<file path="src/rtl/nibble_serial_addsub.sv">
// nibble_serial_addsub
// Sequential 8-bit adder/subtractor that works one nibble per clock, low
// nibble first. A carry or borrow passes between the two nibble steps
// through an internal register. Operations are issued with a start/done
// handshake.
//
// Ports
//   clk    : system clock, rising edge
//   rst    : asynchronous active-high reset
//   start  : operation request, accepted only when not busy (IDLE or DONE)
//   op     : 0 = A + B, 1 = A - B (sampled with start)
//   A, B   : 8-bit unsigned operands (sampled with start)
//   busy   : high while a nibble step is in progress (states LO and HI)
//   done   : one-cycle pulse; result and cb have just been updated
//   result : registered 8-bit sum or difference, modulo 256
//   cb     : add -> carry out of bit 7, subtract -> borrow (A < B)
module nibble_serial_addsub (
    input  logic       clk,
    input  logic       rst,
    input  logic       start,
    input  logic       op,
    input  logic [7:0] A,
    input  logic [7:0] B,
    output logic       busy,
    output logic       done,
    output logic [7:0] result,
    output logic       cb
);

    localparam int unsigned BYTE_W    = 8;
    localparam int unsigned NIB_W     = 4;
    localparam int unsigned NIB_EXT_W = NIB_W + 1;

    typedef enum logic [1:0] {
        IDLE = 2'd0,
        LO   = 2'd1,
        HI   = 2'd2,
        DONE = 2'd3
    } state_t;

    state_t state;
    state_t state_next;

    logic [BYTE_W-1:0] a_q;
    logic [BYTE_W-1:0] b_q;
    logic              op_q;
    logic              cb_int;
    logic [NIB_W-1:0]  partial;

    logic                 accept_c;
    logic [NIB_W-1:0]     nib_a_c;
    logic [NIB_W-1:0]     nib_b_c;
    logic                 nib_cin_c;
    logic [NIB_EXT_W-1:0] nib_res_c;

    // A request is taken only when no nibble step is running.
    assign accept_c = start && ((state == IDLE) || (state == DONE));

    // State register.
    always_ff @(posedge clk or posedge rst) begin
        if (rst) begin
            state <= IDLE;
        end else begin
            state <= state_next;
        end
    end

    // Next-state logic.
    always_comb begin
        state_next = state;
        unique case (state)
            IDLE: begin
                if (start) state_next = LO;
            end
            LO: begin
                state_next = HI;
            end
            HI: begin
                state_next = DONE;
            end
            DONE: begin
                if (start) state_next = LO;
                else       state_next = IDLE;
            end
            default: begin
                state_next = IDLE;
            end
        endcase
    end

    // busy/done come from flops loaded with the decode of the next state,
    // so they line up exactly with LO/HI and DONE without a comb output path.
    always_ff @(posedge clk or posedge rst) begin
        if (rst) begin
            busy <= 1'b0;
            done <= 1'b0;
        end else begin
            busy <= (state_next == LO) || (state_next == HI);
            done <= (state_next == DONE);
        end
    end

    // Shared nibble ALU: selects the low or high nibble depending on the step.
    // Bit NIB_W of the 5-bit result is the carry (add) or the borrow (sub),
    // because a negative difference wraps and sets that bit.
    always_comb begin
        nib_a_c   = a_q[NIB_W-1:0];
        nib_b_c   = b_q[NIB_W-1:0];
        nib_cin_c = 1'b0;
        nib_res_c = '0;
        if (state == HI) begin
            nib_a_c   = a_q[BYTE_W-1:NIB_W];
            nib_b_c   = b_q[BYTE_W-1:NIB_W];
            nib_cin_c = cb_int;
        end
        if (op_q) begin
            nib_res_c = NIB_EXT_W'(nib_a_c) - NIB_EXT_W'(nib_b_c) - NIB_EXT_W'(nib_cin_c);
        end else begin
            nib_res_c = NIB_EXT_W'(nib_a_c) + NIB_EXT_W'(nib_b_c) + NIB_EXT_W'(nib_cin_c);
        end
    end

    // Operand capture and the inter-nibble carry/borrow.
    always_ff @(posedge clk or posedge rst) begin
        if (rst) begin
            a_q     <= '0;
            b_q     <= '0;
            op_q    <= 1'b0;
            cb_int  <= 1'b0;
            partial <= '0;
        end else begin
            if (accept_c) begin
                a_q    <= A;
                b_q    <= B;
                op_q   <= op;
                cb_int <= 1'b0;
            end else if (state == LO) begin
                partial <= nib_res_c[NIB_W-1:0];
                cb_int  <= nib_res_c[NIB_W];
            end
        end
    end

    // Result is only written on the HI step and holds otherwise.
    always_ff @(posedge clk or posedge rst) begin
        if (rst) begin
            result <= '0;
            cb     <= 1'b0;
        end else if (state == HI) begin
            result <= {nib_res_c[NIB_W-1:0], partial};
            cb     <= nib_res_c[NIB_W];
        end
    end

endmodule
</file>
<file path="config.mk">
export PLATFORM = sky130hd
export DESIGN_NAME = nibble_serial_addsub
export DESIGN_NICKNAME = d
export VERILOG_FILES = /design/src/rtl/nibble_serial_addsub.sv
export SDC_FILE = /design/constraint.sdc
export NUM_CORES = 1
export LEC_CHECK = 0
export BUFFER_PORTS_ARGS = -buffer_cell sky130_fd_sc_hd__buf_2
export CAP_MARGIN = 20
export CORE_MARGIN = 2
export CORE_UTILIZATION = 45
export DETAILED_ROUTE_END_ITERATION = 8
export PLACE_DENSITY = 0.66
export SYNTH_ARGS = -nofsm -noshare
export SYNTH_HDL_FRONTEND = slang
export SYNTH_SLANG_ARGS = --single-unit
</file>
<file path="constraint.sdc">
create_clock -name clk -period 3.31 [get_ports clk]
set_input_delay 0.1655 -clock clk [delete_from_list [all_inputs] [get_ports clk]]
set_output_delay 0.1655 -clock clk [all_outputs]
set_load 0.01 [all_outputs]
</file>
==> metrics.yaml <==
routed_wl_mm: 3.27
rows: 23
die_w_um: 68.5
clock_path_buffers: 2
htreeDepth: 2
hold_viol_final: 0
vias_per_cell: 5.12
die_h_um: 68.5
fmax_ghz: 0.335
drv_slew: 0
dp_cells: 232
final_common_cell: "dfrtp_1"
required_ps: 3470
grt_first_pass_wirelength_mm: 5.88
drive_gt1_share_pct: 35.4
antenna_cells: 0
avgSynthCellArea_sq_um: 12.0
syn_to_final_growth_pct: 14.8
end_kind: "flip-flop"
rsz0062_at_grt: "no"
worst_pin_slew_ps: 706
post_cts_resized: 0
cp.arrival_ps: 3150
globalplace.congestion: 0.807
layout_common_cells: "dfrtp_1, buf_2, mux2_2"
nFillCells: 372
ios: 31
stdcell_count: 239
antenna_found_initial: 0
post-cts-setup-buffers: 0
vias: 1223
clk_latency_ps: 280
min_path_type: "in2reg"
synth_nets: 192
remaining_drc_errors: 0
die_area_sq_mm: 0.00469
setup_viol: 0
first_pass_iters: 5
multi_input_area_sq_um: 891
cts-root-buf: "clkbuf_8"
nets: 226
netlist_area_sq_mm: 0.00187
tns_ps: 0
overflow: 0
skew_ps: 3.34
start_util_pct: 46.8
track_usage_pct: 17.2
crit_fanout: 10
synth_cells: 156
grt_max_degree: 36
relSlewSlack_pct: 52.8
wire_per_inst_um: 13.7
cts_made_buffers: 5
drt_iter0_drc: 55
period_share_pct: 90.3
stdcell_area_sq_mm: 0.00215
cts_tree: "done"
clk_pin_slew_ps: 60
outcome: "finished, final reports clean"
first_global_vias: 1243
ys_types: 32
yosysWarnings: 0
route.antenna.remaining_nets: 0
startpoint_type: "flip-flop"
period_minus_slack_ps: 2990
max_cap_violations: 0
dp_hpwl_mm: 2.47
dpl_cell_area_sq_mm: 0.00207
crit_type: "reg2reg"
clock_sinks: 35
ys_ff_latch: 35
seqCellArea_sq_um: 876
synth_seq_area_share_pct: 46.8
portBuffers: 30
core_area_sq_mm: 0.00400
[synthesized netlist by cell type, drive strengths merged]
library cell  count  area [sq um]
mux2i             6          60.1
a21o              1          7.51
nor2              6          22.5
nor2b             2          12.5
o22ai             1          6.26
and3              2          12.5
a21oi             6          30.0
mux2             27           308
or3b              1          8.76
nand2b            1          6.26
o31ai             1          7.51
nand3b            1          7.51
nand3             2          10.0
inv              17          63.8
dfrtp            35           876
ha               12           150
o21ai             6          30.0
xor2              1          8.76
o21a              3          22.5
clkbuf            1          3.75
nand2             5          18.8
xnor2             1          8.76
nor3b             1          7.51
buf               6          36.3
nor3              4          20.0
o32ai             1          8.76
a2111oi           1          27.5
fa                4          80.1
o41ai             1          8.76
[stage by stage]
step / util (%) / hold WS, ps / setup WS [ps]
detailed placement: 51.6 / 284 / 295
global placement: 51.6 / 271 / 460
floorplan: - / 282 / 742
finish: 53.7 / 81.6 / 322
global route: 53.7 / 106 / 25.0
CTS: 53.7 / 84.9 / 291
[final cells by class]
class / instances / area share, %
Clock buffer: 6 / 3.38
Inverter: 17 / 2.97
Multi-Input combinational cell: 97 / 41.5
Sequential cell: 35 / 40.8
Tap cell: 50 / 2.91
Timing Repair Buffer: 34 / 8.50
[sequential cells by signal (all words and copies together) (netlist names)]
register	cells
a_q	8
b_q	8
busy	1
cb	1
cb_int	1
done	1
op_q	1
partial	4
result	8
state	2
[critical path, cell delays in order (launching register included)]
cell     delay (ps)
dfrtp_1         420
inv_1           120
ha_1            430
mux2i_1         420
fa_1            240
inv_1            70
fa_1            390
o21a_1          200
nor3_1          130
nor3_1           80
o41ai_1         380
[logic make-up after synthesis]
kind of cell | count (synthesis) | share of synthesized area (%)
flip-flops | 35 | 46.8
multiplexers | 33 | 19.7
AND/OR/NAND/NOR | 25 | 6.76
buffers and inverters | 24 | 5.55
AO/OA/AOI/OAI | 21 | 7.96
adder cells (fa/ha/maj) | 16 | 12.3
XOR/XNOR | 2 | 0.937
[path summary, 6_finish.rpt]
| check | from | end | slack [ps] | cells past startpoint |
|---|---|---|---|---|
| setup / recovery | state[0]$_DFF_PP0_ | cb_int$_DFFE_PP0P_ | 320 | 10 |
| hold / removal | op | op_q$_DFFE_PP0P_ | 80 | 3 |
| setup reg to reg | state[0]$_DFF_PP0_ | cb_int$_DFFE_PP0P_ | 320 | 10 |
| hold reg to reg | partial[3]$_DFFE_PP0P_ | partial[3]$_DFFE_PP0P_ | 480 | 2 |
| max in group asynchronous | rst | b_q[5]$_DFFE_PP0P_ | 2480 | 4 |
| min in group asynchronous | rst | result[2]$_DFFE_PP0N_ | 510 | 4 |
[timing repair]
| item | in CTS | in global routing |
|---|---|---|
| endpoints found under the setup margin | 0 | 0 |
| endpoints found under the hold margin | 35 | 0 |
| hold buffers | 1 | 0 |
[layer usage]
layer,wire [um],vias up,share of wire [%],GRT usage (%)
met5,0,-,0,0
li1,-,592,-,-
met4,98,0,3.0,9.50
met2,1560,34,48,27.5
met1,1460,587,45,21.1
met3,150,10,4.6,4.28
Power is left out: the tool's default activity adds up to more than one toggle a clock period on the data nets, which glitch-free logic cannot reach.
